<file path="src/rtl/spi_reg_bridge.sv">
// SPI mode-0 slave bridging host frames onto the 8-bit register bus (burst R/W, address auto-increment).
// Optional write protection of addresses <= RO_LIMIT when SPI_BRIDGE_WR_PROTECT_EN is defined.
`timescale 1ns/1ps
module spi_reg_bridge #(
  parameter int unsigned SYNC_STAGES = 2,
  parameter logic [7:0]  RO_LIMIT    = 8'h27
) (
  input  logic       clk,
  input  logic       rst,
  input  logic       spi_sclk,
  input  logic       spi_cs_n,
  input  logic       spi_mosi,
  output logic       spi_miso,
  output logic       spi_miso_oe,
  output logic [7:0] reg_addr,
  output logic       reg_wr_en,
  output logic [7:0] reg_wdata,
  output logic       reg_rd_en,
  input  logic [7:0] reg_rdata,
  output logic       busy,
  output logic       frame_err
);

  typedef enum logic [2:0] {
    S_IDLE,
    S_CMD,
    S_RD_FETCH,
    S_RD_LOAD,
    S_RD_DATA,
    S_WR_DATA
  } state_t;

  state_t state_q, state_d;

  logic [SYNC_STAGES-1:0] sclk_sync_q, cs_sync_q, mosi_sync_q;
  logic       sclk_prev_q, cs_prev_q;
  logic       sclk_s, cs_s, mosi_s;
  logic       sclk_rise, sclk_fall, cs_fall, cs_rise;
  logic [2:0] bitcnt_q, bitcnt_d;
  logic [7:0] rx_q, rx_d, tx_q, tx_d, wdata_q, wdata_d;
  logic [7:0] rx_byte;
  logic [6:0] addr_q, addr_d;
  logic       miso_q, miso_d;
  logic       wr_en_q, wr_en_d;
  logic       adv_q, adv_d;
  logic       err_q, err_d;
  logic       wr_block;

  assign sclk_s    = sclk_sync_q[SYNC_STAGES-1];
  assign cs_s      = cs_sync_q[SYNC_STAGES-1];
  assign mosi_s    = mosi_sync_q[SYNC_STAGES-1];
  assign sclk_rise = sclk_s & ~sclk_prev_q;
  assign sclk_fall = ~sclk_s & sclk_prev_q;
  assign cs_fall   = ~cs_s & cs_prev_q;
  assign cs_rise   = cs_s & ~cs_prev_q;

`ifdef SPI_BRIDGE_WR_PROTECT_EN
  assign wr_block = ({1'b0, addr_q} <= RO_LIMIT);
`else
  logic unused_ro_limit;
  assign wr_block        = 1'b0;
  assign unused_ro_limit = ^RO_LIMIT;
`endif

  // cs_n sync resets low so a frame already running at reset release never looks like a fresh cs_n fall
  always_ff @(posedge clk or posedge rst) begin
    if (rst) begin
      sclk_sync_q <= '0;
      cs_sync_q   <= '0;
      mosi_sync_q <= '0;
      sclk_prev_q <= 1'b0;
      cs_prev_q   <= 1'b0;
      state_q     <= S_IDLE;
      bitcnt_q    <= '0;
      rx_q        <= '0;
      tx_q        <= '0;
      wdata_q     <= '0;
      addr_q      <= '0;
      miso_q      <= 1'b0;
      wr_en_q     <= 1'b0;
      adv_q       <= 1'b0;
      err_q       <= 1'b0;
    end else begin
      sclk_sync_q <= {sclk_sync_q[SYNC_STAGES-2:0], spi_sclk};
      cs_sync_q   <= {cs_sync_q[SYNC_STAGES-2:0], spi_cs_n};
      mosi_sync_q <= {mosi_sync_q[SYNC_STAGES-2:0], spi_mosi};
      sclk_prev_q <= sclk_s;
      cs_prev_q   <= cs_s;
      state_q     <= state_d;
      bitcnt_q    <= bitcnt_d;
      rx_q        <= rx_d;
      tx_q        <= tx_d;
      wdata_q     <= wdata_d;
      addr_q      <= addr_d;
      miso_q      <= miso_d;
      wr_en_q     <= wr_en_d;
      adv_q       <= adv_d;
      err_q       <= err_d;
    end
  end

  always_comb begin
    state_d  = state_q;
    bitcnt_d = bitcnt_q;
    rx_d     = rx_q;
    tx_d     = tx_q;
    wdata_d  = wdata_q;
    addr_d   = addr_q;
    miso_d   = miso_q;
    wr_en_d  = 1'b0;
    adv_d    = 1'b0;
    err_d    = 1'b0;
    rx_byte  = {rx_q[6:0], mosi_s};

    // Write address advances one cycle after the strobe so the strobe carries the current address
    if (adv_q) addr_d = addr_q + 7'd1;

    case (state_q)
      S_IDLE: begin
        if (cs_fall) begin
          state_d  = S_CMD;
          bitcnt_d = '0;
          rx_d     = '0;
          tx_d     = '0;
          miso_d   = 1'b0;
        end
      end
      S_RD_FETCH: state_d = S_RD_LOAD;
      S_RD_LOAD: begin
        tx_d    = reg_rdata;
        state_d = S_RD_DATA;
      end
      default: ;
    endcase

    if (state_q != S_IDLE) begin
      if (sclk_rise) begin
        rx_d     = rx_byte;
        bitcnt_d = bitcnt_q + 3'd1;
        if (bitcnt_q == 3'd7) begin
          case (state_q)
            S_CMD: begin
              addr_d  = rx_byte[6:0];
              state_d = rx_byte[7] ? S_RD_FETCH : S_WR_DATA;
            end
            S_WR_DATA: begin
              wdata_d = rx_byte;
              adv_d   = 1'b1;
              if (wr_block) err_d = 1'b1;
              else          wr_en_d = 1'b1;
            end
            S_RD_DATA: begin
              addr_d  = addr_q + 7'd1;
              state_d = S_RD_FETCH;
            end
            default: ;
          endcase
        end
      end
      if (sclk_fall) begin
        miso_d = tx_q[7];
        tx_d   = {tx_q[6:0], 1'b0};
      end
      if (cs_rise) begin
        state_d  = S_IDLE;
        bitcnt_d = '0;
        tx_d     = '0;
        miso_d   = 1'b0;
        wr_en_d  = 1'b0;
        adv_d    = 1'b0;
        err_d    = (bitcnt_q != 3'd0);
      end
    end
  end

  assign spi_miso    = miso_q;
  assign busy        = (state_q != S_IDLE);
  assign spi_miso_oe = busy;
  assign reg_addr    = {1'b0, addr_q};
  assign reg_wr_en   = wr_en_q;
  assign reg_wdata   = wdata_q;
  assign reg_rd_en   = (state_q == S_RD_FETCH);
  assign frame_err   = err_q;

endmodule

</file>
<file path="config.mk">
export PLATFORM = sky130hd
export DESIGN_NAME = spi_reg_bridge
export DESIGN_NICKNAME = d
export VERILOG_FILES = /design/src/rtl/spi_reg_bridge.sv
export SDC_FILE = /design/constraint.sdc
export NUM_CORES = 1
export LEC_CHECK = 0
export BUFFER_PORTS_ARGS = -buffer_cell sky130_fd_sc_hd__buf_2
export CAP_MARGIN = 25
export CORE_ASPECT_RATIO = 0.6
export CORE_MARGIN = 5
export CORE_UTILIZATION = 35
export DETAILED_ROUTE_END_ITERATION = 10
export SYNTH_ARGS = -nofsm -noshare
export SYNTH_HDL_FRONTEND = slang
export SYNTH_SLANG_ARGS = --single-unit
</file>
<file path="constraint.sdc">
create_clock -name clk -period 1.9 [get_ports clk]
set_input_delay 0.19 -clock clk [delete_from_list [all_inputs] [get_ports clk]]
set_output_delay 0.19 -clock clk [all_outputs]
set_load 0.02 [all_outputs]
</file>
==> run metrics, run 1 <==
Max clock buf depth=2; share of layout cells above drive strength 1=0.280; prevailing post-synth register cell=dfrtp_1; fraction of registers with async set/reset=1.00; I/O pins=35; CTS tree=built; Seq/Total Area, Yosys=0.532; routed len/inst=14.9 um; M1 GR Usage=0.223; fin nets=280; first-pass GRT wire length=8800 um; via count=1779; HPWL after DPL=between 3000 and 4000 um; Clk pin slew, worst setup/hold paths=90 ps; VDD IR max=0.000302 V; die area=a little over 8000 um2; largest net degree at the start of global routing=33; reg2reg path depth=7; hold path depth=2; Fin Setup TNS=0 ps; result of the run=complete, no violations; vias in the first global route=1709; crit path max fanout=7; H-tree levels=2; routed vias/inst=5.11; synth warn=0; Synth Cell Area=approximately 2200 um2; CP max stage delay=400 ps; max_cap viols=0; Mapped Avg Cell Area=10.4 um2; Max-Slew Margin vs Limit=0.562; Cells after Synth=212; min-delay src=reg_rdata[2]; die span in y=71.5 um; starting DRC count in detailed routing=107; Critical Path Source Type=flop; Cell Rows=22; drt pass-1 iters=4; Fin. Hold Viols=0; GRT Max-Usage Layer=met1; starting density of the core=0.362; Area Overhead vs Synth=21.7%; met2 Use GR=0.167; ANT nets after route=0; Clock Latency Late Sink=300 ps; Yosys reg bits=47; Slew Limit Fails=0; static leakage=1.31 nW; Hold Path Sink=tx_q[2]; Worst EP required=approximately 2100 ps; Buffers on Ports=33; CP dominant cell by count=ha_1; clock tree sinks=47; placed cell area=2540 um2; pwr dens=around 690 nW/um2; Top delay family on crit path=adder cells; # setup viols final=0; DR DRC count=0; R2R Path End=addr_q[0]; die width=113 um; Period minus WS final=1750 ps; Final Wtd Congestion=0.894; Final Cycle Share=0.920; EDFF count, synth=0; total gr overflow=0; Max Clk Rate=572 MHz; Root Driver=clkbuf_8; diode count=0; Arr. time, crit path=slightly below 2000 ps; Clock Skew=9.29 ps; Synth cell types=42; CP Buf/Inv Count=1; RSZ-0062 raised after global routing=false; CTS buffer count=5; worst-path cell chain=ha_1, ha_1, and4b_1, buf_4, and2_2, a22oi_2, o21ai_0; worst min-delay path class=input port to flop; antenna violations before repair=0; crit end category=flop; met3 Use GR=0.0414; Routed WL=5180 um; gr usage total=0.136; worst slew pin tran=656 ps; critical path's slowest cell=dfrtp_1; Post-Layout Inst Area=around 2700 um2; Mapped Nets=229; type of the worst setup path=flop to flop; FF-to-FF Start=bitcnt_q[0]; R2R Setup Slk=150 ps; CORE AREA=6110 um2
routing by layer:
layer,vias to the layer above,wire length [um]
li1,863,-
met1,851,2840
met2,59,1940
met3,6,361
met4,0,42
met5,-,0
synth_stat cells, drive strengths merged, types with 3 or more instances:
| cell type | instances | area share |
|---|---|---|
| a21oi | 16 | 0.040 |
| a221o | 7 | 0.032 |
| a22o | 3 | 0.012 |
| and2 | 10 | 0.028 |
| and3 | 3 | 0.0085 |
| buf | 6 | 0.017 |
| dfrtp | 47 | 0.53 |
| ha | 4 | 0.023 |
| inv | 7 | 0.012 |
| mux2 | 9 | 0.046 |
| nand2 | 27 | 0.046 |
| nand2b | 4 | 0.011 |
| nand3 | 4 | 0.0091 |
| nor2 | 9 | 0.015 |
| nor2b | 5 | 0.014 |
| nor3 | 6 | 0.016 |
| o21ai | 17 | 0.039 |
logic make-up (layout without fill, tap and decap cells):
kind of cell    Yosys count  count (layout)  share of synthesized area
xor+xnor                  1               1                    0.00396
simple gates             78              78                      0.187
fa+ha+maj                 4               4                     0.0227
other cells               1               1                    0.00170
compound gates           56              56                      0.169
buf+inv                  15              67                     0.0323
mux                      10              10                     0.0504
flops                    47              47                      0.532
worst max-delay path by stage:
stage / start / endpoint / slack [ps] / cells past startpoint
3_3_place_gp: bitcnt_q[0] / reg_wdata[4] / 90 / 5
2_1_floorplan: bitcnt_q[0] / addr_q[3] / 180 / 6
5_1_grt: bitcnt_q[0] / addr_q[0] / 0.5 / 7
3_5_place_dp: bitcnt_q[0] / reg_wdata[5] / 50 / 5
6_report: bitcnt_q[0] / addr_q[0] / 150 / 7
4_1_cts: bitcnt_q[0] / addr_q[4] / 40 / 6
timing repair:
| item | CTS | global route |
|---|---|---|
| endpoints found under the setup margin | 0 | 14 |
| buffers inserted | 0 | 1 |
| hold buffers | 4 | 0 |
| resized for setup | 0 | 5 |
| endpoints found under the hold margin | 22 | 0 |
flip-flops by register name, summed over array words and instances, names as in the netlist:
name,cells
frame_err,1
state_q,3
tx_q,8
bitcnt_q,3
reg_wdata,8
sclk_sync_q,2
cs_prev_q,1
sclk_prev_q,1
rx_q,7
cs_sync_q,2
mosi_sync_q,2
adv_q,1
spi_miso,1
addr_q,7
cell usage in the layout (no fill, tap or decap), types with 3 or more instances in the layout:
master	netlist	routed
dfrtp_1	47	47
and2_1	10	9
nand2_1	27	27
clkbuf_8	0	5
buf_2	3	33
a21oi_1	14	14
nor2b_1	5	5
nand2b_1	4	4
a22o_1	3	3
nor2_1	9	9
mux2_2	9	9
ha_1	4	4
nor3_1	5	5
dlygate4sd3_1	0	4
buf_4	3	15
nand3_1	4	4
inv_1	7	6
a221o_1	7	7
o21ai_0	16	16
layout make-up:
type                       count  area (um2)
clock buffer                   5        68.8
clock inverter                 3        22.5
fill                         619        3420
inverter                       7        26.3
multi-input combinational    150         973
sequential                    47        1180
tap                           84         105
timing repair buffer          52         318
through the flow:
step / hold WS, ps / utilization / setup slack [ps] / power, mW / instances
after global placement: 299 / 0.416 / 90.1 / 1.24 / 335
after floorplan: 221 / - / 177 / 1.17 / 212
after global routing: 116 / 0.440 / 0.489 / 1.94 / 348
final: 119 / 0.440 / 152 / 1.85 / 348
after detailed placement: 300 / 0.416 / 49.7 / 1.24 / 335
after CTS: 113 / 0.437 / 37.3 / 1.86 / 347
where the power goes:
group          switching [mW]  internal (mW)
sequential             0.0268           1.03
combinational           0.104         0.0713
clock                   0.354          0.264
Note: power is estimated with default switching activity, not from simulation.
==> run 2, diff against run 1 <==
--- a/config.mk
+++ b/config.mk
@@ -11,6 +11,7 @@
 export CORE_MARGIN = 5
 export CORE_UTILIZATION = 35
 export DETAILED_ROUTE_END_ITERATION = 10
+export GPL_TIMING_DRIVEN = 0
 export SYNTH_ARGS = -nofsm -noshare
 export SYNTH_HDL_FRONTEND = slang
 export SYNTH_SLANG_ARGS = --single-unit
==> run metrics, run 2 (synthesis results as in run 1) <==
die span in y=71.5 um (unchanged); CORE AREA=6110 um2 (unchanged); first-pass GRT wire length=8630 um (-1.9%); Buffers on Ports=33 (unchanged); clock network power share=0.392 (+0.057); die area=8050 um2 (unchanged); CTS buffer count=5 (unchanged); Fin. Hold Viols=0 (unchanged); result of the run=complete, no violations; reg2reg path depth=6 (-1); H-tree levels=2 (unchanged); antenna violations before repair=0 (unchanged); Max clock buf depth=2 (unchanged); Max Clk Rate=557 MHz (-2.6%); diode count=0 (unchanged); most common cell after layout, fill and taps aside=dfrtp_1; RSZ-0062 raised after global routing=false; VDD IR max=0.000388 V (+28%); Final Cycle Share=0.945 (+0.0250); gr usage total=0.133 (-0.00276); Comb pwr share=0.083 (-0.012); starting DRC count in detailed routing=85 (-21%); Place WS=-87.7 ps (-137 ps); crit end category=flop; via count=1779 (unchanged); die width=113 um (unchanged); Final Wtd Congestion=0.820 (-8.4%); CTS tree=built; drt pass-1 iters=4 (unchanged); routed vias/inst=5.19 (+1.5%); crit path max fanout=9 (+2); static leakage=1.30 nW (-0.79%); Sw Pwr=0.487 mW (+0.33%); total gr overflow=0 (unchanged); cell internal pwr=1.52 mW (+12%); Fin Setup TNS=0 ps (unchanged); worst min-delay path class=input port to flop; most frequent cells in the layout=dfrtp_1 (47), buf_2 (35), nand2_1 (27); Sw Ratio=0.242 (-0.0206); placed cell area=2500 um2 (-1.6%); vias in the first global route=1678 (-1.8%); Max-Slew Margin vs Limit=0.551 (-0.0106); ANT nets after route=0 (unchanged); Area Overhead vs Synth=21.7% (unchanged); Reg power frac=0.526 (-0.044); Clock Skew=6.89 ps (-2.40 ps); clock tree sinks=47 (unchanged); Clock Latency Late Sink=310 ps (about the same); type of the worst setup path=flop to flop; Placed Cells=330 (-1.5%); share of layout cells above drive strength 1=0.263 (-0.0178); hold path depth=2 (unchanged); Slew Limit Fails=0 (unchanged); Post-Layout Inst Area=2690 um2 (unchanged); HPWL after DPL=3710 um (-4.9%); routed len/inst=15.0 um (+0.52%); Critical Path Source Type=flop; Worst EP required=2100 ps (+20 ps); pwr dens=747 nW/um2 (+8.8%); Root Driver=clkbuf_8; Fin Hold WS=108 ps (-11.0 ps); worst slew pin tran=668 ps (+11.8 ps); max_cap viols=0 (unchanged); largest net degree at the start of global routing=28 (-15%); fin nets=275 (-1.8%); Arr. time, crit path=1990 ps (+60 ps); Cell Rows=22 (unchanged); final worst slack=104 ps (-47.5 ps); # setup viols final=0 (unchanged); starting density of the core=0.362 (unchanged); Non-Filler Instances=343 (-1.4%); I/O pins=35 (unchanged); Routed WL=5130 um (-0.93%); DR DRC count=0 (unchanged); Period minus WS final=1800 ps (+47.5 ps); Clk pin slew, worst setup/hold paths=90 ps (about the same)
run 2: layout make-up:
| class | instances | area, um2 |
|---|---|---|
| inverter | 7 | 26.3 |
| sequential | 47 | 1180 |
| clock inverter | 2 | 38.8 |
| buffer | 7 | 43.8 |
| timing repair buffer | 40 | 240 |
| fill | 602 | 3420 |
| clock buffer | 6 | 82.6 |
| tap | 84 | 105 |
| multi-input combinational | 150 | 977 |
run 2: power by group through the flow:
stage	logic [mW]	clock network [mW]	registers, mW
2_1_floorplan	0.108	0	1.07
3_5_place_dp	0.159	0	1.07
3_3_place_gp	0.151	0	1.07
6_report	0.166	0.788	1.06
4_1_cts	0.167	0.806	1.06
5_1_grt	0.190	0.849	1.06
run 2: final timing paths:
path / slack (ps) / end / start
max: 100 / reg_wdata[7] / bitcnt_q[0]
min: 110 / tx_q[3] / reg_rdata[3]
max reg2reg: 100 / reg_wdata[7] / bitcnt_q[0]
min reg2reg: 360 / mosi_sync_q[1] / mosi_sync_q[0]
max in group asynchronous: 970 / addr_q[1] / rst
min in group asynchronous: 440 / bitcnt_q[1] / rst
run 2: per-layer routing:
layer  GRT usage  wire length, um  vias up  part of all wire
li1            -                -      856                 -
met1       0.213             2800      864              0.55
met2       0.168             1970       51              0.38
met3      0.0371              303        8             0.059
met4      0.0400               55        0             0.011
met5           0                0        -                 0
run 2: timing repair:
| item | in CTS | in global routing |
|---|---|---|
| gates resized for setup | 4 | 3 |
| pin swaps | 0 | 3 |
| setup buffers | 0 | 2 |
| hold buffers | 4 | 0 |
| setup endpoints to repair | 11 | 15 |
| hold endpoints to repair | 23 | 0 |
run 2: critical path, cell delays in order, from the launching register on:
cell     delay, ps
dfrtp_1        410
ha_1           210
ha_1           210
and4b_2        230
and3_1         180
buf_4          170
mux2_2         280
run 2: metrics by stage:
step                      utilization  power [mW]
after floorplan                     -        1.17
after global placement          0.406        1.22
after detailed placement        0.409        1.23
after CTS                       0.437        2.03
after global routing            0.440        2.10
final                           0.440        2.01
==> run 3, diff against run 2 <==
--- a/config.mk
+++ b/config.mk
@@ -7,11 +7,15 @@
 export LEC_CHECK = 0
 export BUFFER_PORTS_ARGS = -buffer_cell sky130_fd_sc_hd__buf_2
 export CAP_MARGIN = 25
+export CELL_PAD_IN_SITES_DETAIL_PLACEMENT = 1
+export CELL_PAD_IN_SITES_GLOBAL_PLACEMENT = 2
 export CORE_ASPECT_RATIO = 0.6
 export CORE_MARGIN = 5
 export CORE_UTILIZATION = 35
 export DETAILED_ROUTE_END_ITERATION = 10
 export GPL_TIMING_DRIVEN = 0
+export PLACE_DENSITY_LB_ADDON = 0.1
+export REMOVE_ABC_BUFFERS = 1
 export SYNTH_ARGS = -nofsm -noshare
 export SYNTH_HDL_FRONTEND = slang
 export SYNTH_SLANG_ARGS = --single-unit
==> run metrics, run 3 (synthesis results as in run 1) <==
diode count=0 (unchanged); type of the worst setup path=flop to flop; Max Clk Rate=547 MHz (-1.7%); placed cell area=2450 um2 (-1.8%); CP max stage delay=410 ps (about the same); Period minus WS final=1830 ps (+31.7 ps); starting DRC count in detailed routing=60 (-29%); share of layout cells above drive strength 1=0.277 (+0.0141); Place WS=-216 ps (-128 ps); largest net degree at the start of global routing=29 (+3.6%); most common cell after layout, fill and taps aside=dfrtp_1; Final Cycle Share=0.962 (+0.0167); HPWL after DPL=4160 um (+12%); Critical Path Source Type=flop; CORE AREA=6110 um2 (unchanged); CTS tree=built; Fin Hold WS=116 ps (+7.89 ps); Post-Layout Inst Area=2670 um2 (-0.84%); antenna violations before repair=0 (unchanged); Max clock buf depth=2 (unchanged); fin nets=269 (-2.2%); clock tree sinks=47 (unchanged); die width=113 um (unchanged); Routed WL=5630 um (+9.7%); Max-Slew Margin vs Limit=0.530 (-0.0214); Area Overhead vs Synth=20.7%; routed vias/inst=5.19 (about the same); I/O pins=35 (unchanged); worst-path cell chain=ha_1, ha_1, and4bb_2, a21boi_4, nor2_2, o311ai_2; drt pass-1 iters=4 (unchanged); Clock Skew=12.6 ps (+5.72 ps); Slew Limit Fails=0 (unchanged); CTS buffer count=5 (unchanged); die area=8050 um2 (unchanged); max_cap viols=0 (unchanged); die span in y=71.5 um (unchanged); Buffers on Ports=33 (unchanged); result of the run=complete, no violations; pwr dens=699 nW/um2 (-6.5%); Clock Latency Late Sink=310 ps (about the same); worst min-delay path class=input port to flop; H-tree levels=2 (unchanged); worst slew pin tran=700 ps (+31.9 ps); final worst slack=72.8 ps (-31.7 ps); Worst EP required=2100 ps (about the same); ANT nets after route=0 (unchanged); Root Driver=clkbuf_8; Final Wtd Congestion=0.798 (-2.7%); first-pass GRT wire length=9200 um (+6.6%); VDD IR max=0.000310 V (-20%); Cell Rows=22 (unchanged); # setup viols final=0 (unchanged); critical path's slowest cell=dfrtp_1; total power=1.86 mW (-7.3%); via count=1748 (-1.7%); Clk pin slew, worst setup/hold paths=100 ps (about the same); crit path max fanout=4 (-5); routed len/inst=16.7 um (+12%); Arr. time, crit path=2030 ps (+40 ps); gr usage total=0.143 (+0.00995); RSZ-0062 raised after global routing=false; static leakage=1.26 nW (-3.0%); crit end category=flop; starting density of the core=0.362 (unchanged); total gr overflow=0 (unchanged); DR DRC count=0 (unchanged); Fin. Hold Viols=0 (unchanged); most frequent cells in the layout=dfrtp_1 (44), buf_2 (33), nand2_1 (27); CP dominant cell by count=ha_1; vias in the first global route=1727 (+2.9%)
-- run 3: changes by cell type in the layout (fill, tap and decap cells not counted), sizes merged --
| cell | before | now |
|---|---|---|
| clkbuf | 7 | 5 |
| buf | 42 | 36 |
| bufinv | 1 | 0 |
| and3 | 3 | 4 |
| clkinv | 0 | 2 |
-- run 3: power breakdown --
part | internal, mW | total [mW] | switching [mW] | leakage, nW
clock | 0.265 | 0.638 | 0.373 | 0.0485
combinational | 0.0643 | 0.166 | 0.101 | 0.578
sequential | 1.03 | 1.06 | 0.0334 | 0.630
-- run 3: area by class of cell --
cell class / instances / area [um2]
timing repair buffer: 40 / 240
clock inverter: 3 / 22.5
fill: 716 / 3440
tap: 84 / 105
multi-input combinational: 151 / 1020
sequential: 47 / 1180
inverter: 7 / 26.3
clock buffer: 5 / 68.8
-- run 3: timing repair --
| item | 4_1_cts | 5_1_grt |
|---|---|---|
| pin swaps | 0 | 3 |
| buffers inserted | 0 | 2 |
| gates cloned | 0 | 1 |
| endpoints found under the hold margin | 22 | 0 |
| gates resized for setup | 7 | 9 |
| endpoints found under the setup margin | 20 | 28 |
| hold buffers | 4 | 0 |
-- run 3: routing by layer --
layer / track usage / up-vias / share of wire
li1: - / 842 / -
met1: 0.235 / 879 / 0.56
met2: 0.185 / 25 / 0.40
met3: 0.0338 / 2 / 0.039
met4: 0.0280 / 0 / 0.0020
met5: 0 / - / 0
-- run 3: metrics by stage --
stage / instances / utilization / setup TNS, ps
floorplan: 204 / - / 0
global placement: 321 / 0.398 / -5730
detailed placement: 322 / 0.402 / -1720
CTS: 334 / 0.426 / 0
global route: 337 / 0.437 / 0
finish: 337 / 0.437 / 0
-- run 3: path summary, 6_finish.rpt --
path / startpoint / to / slack [ps] / depth (start not counted)
max: bitcnt_q[0] / addr_q[3] / 70 / 6
min: reg_rdata[3] / tx_q[3] / 120 / 2
max reg2reg: bitcnt_q[0] / addr_q[3] / 70 / 6
min reg2reg: sclk_sync_q[0] / sclk_sync_q[1] / 360 / 0
max in group asynchronous: rst / addr_q[4] / 960 / 4
min in group asynchronous: rst / bitcnt_q[0] / 430 / 3
-- run 3: worst max-delay path: cells and delay by family, from the launching register on --
family                   cells  cell delay [ps]
AO/OA/AOI/OAI                2              480
adder cells (fa/ha/maj)      2              440
flip-flops                   1              410
AND/OR/NAND/NOR              2              390
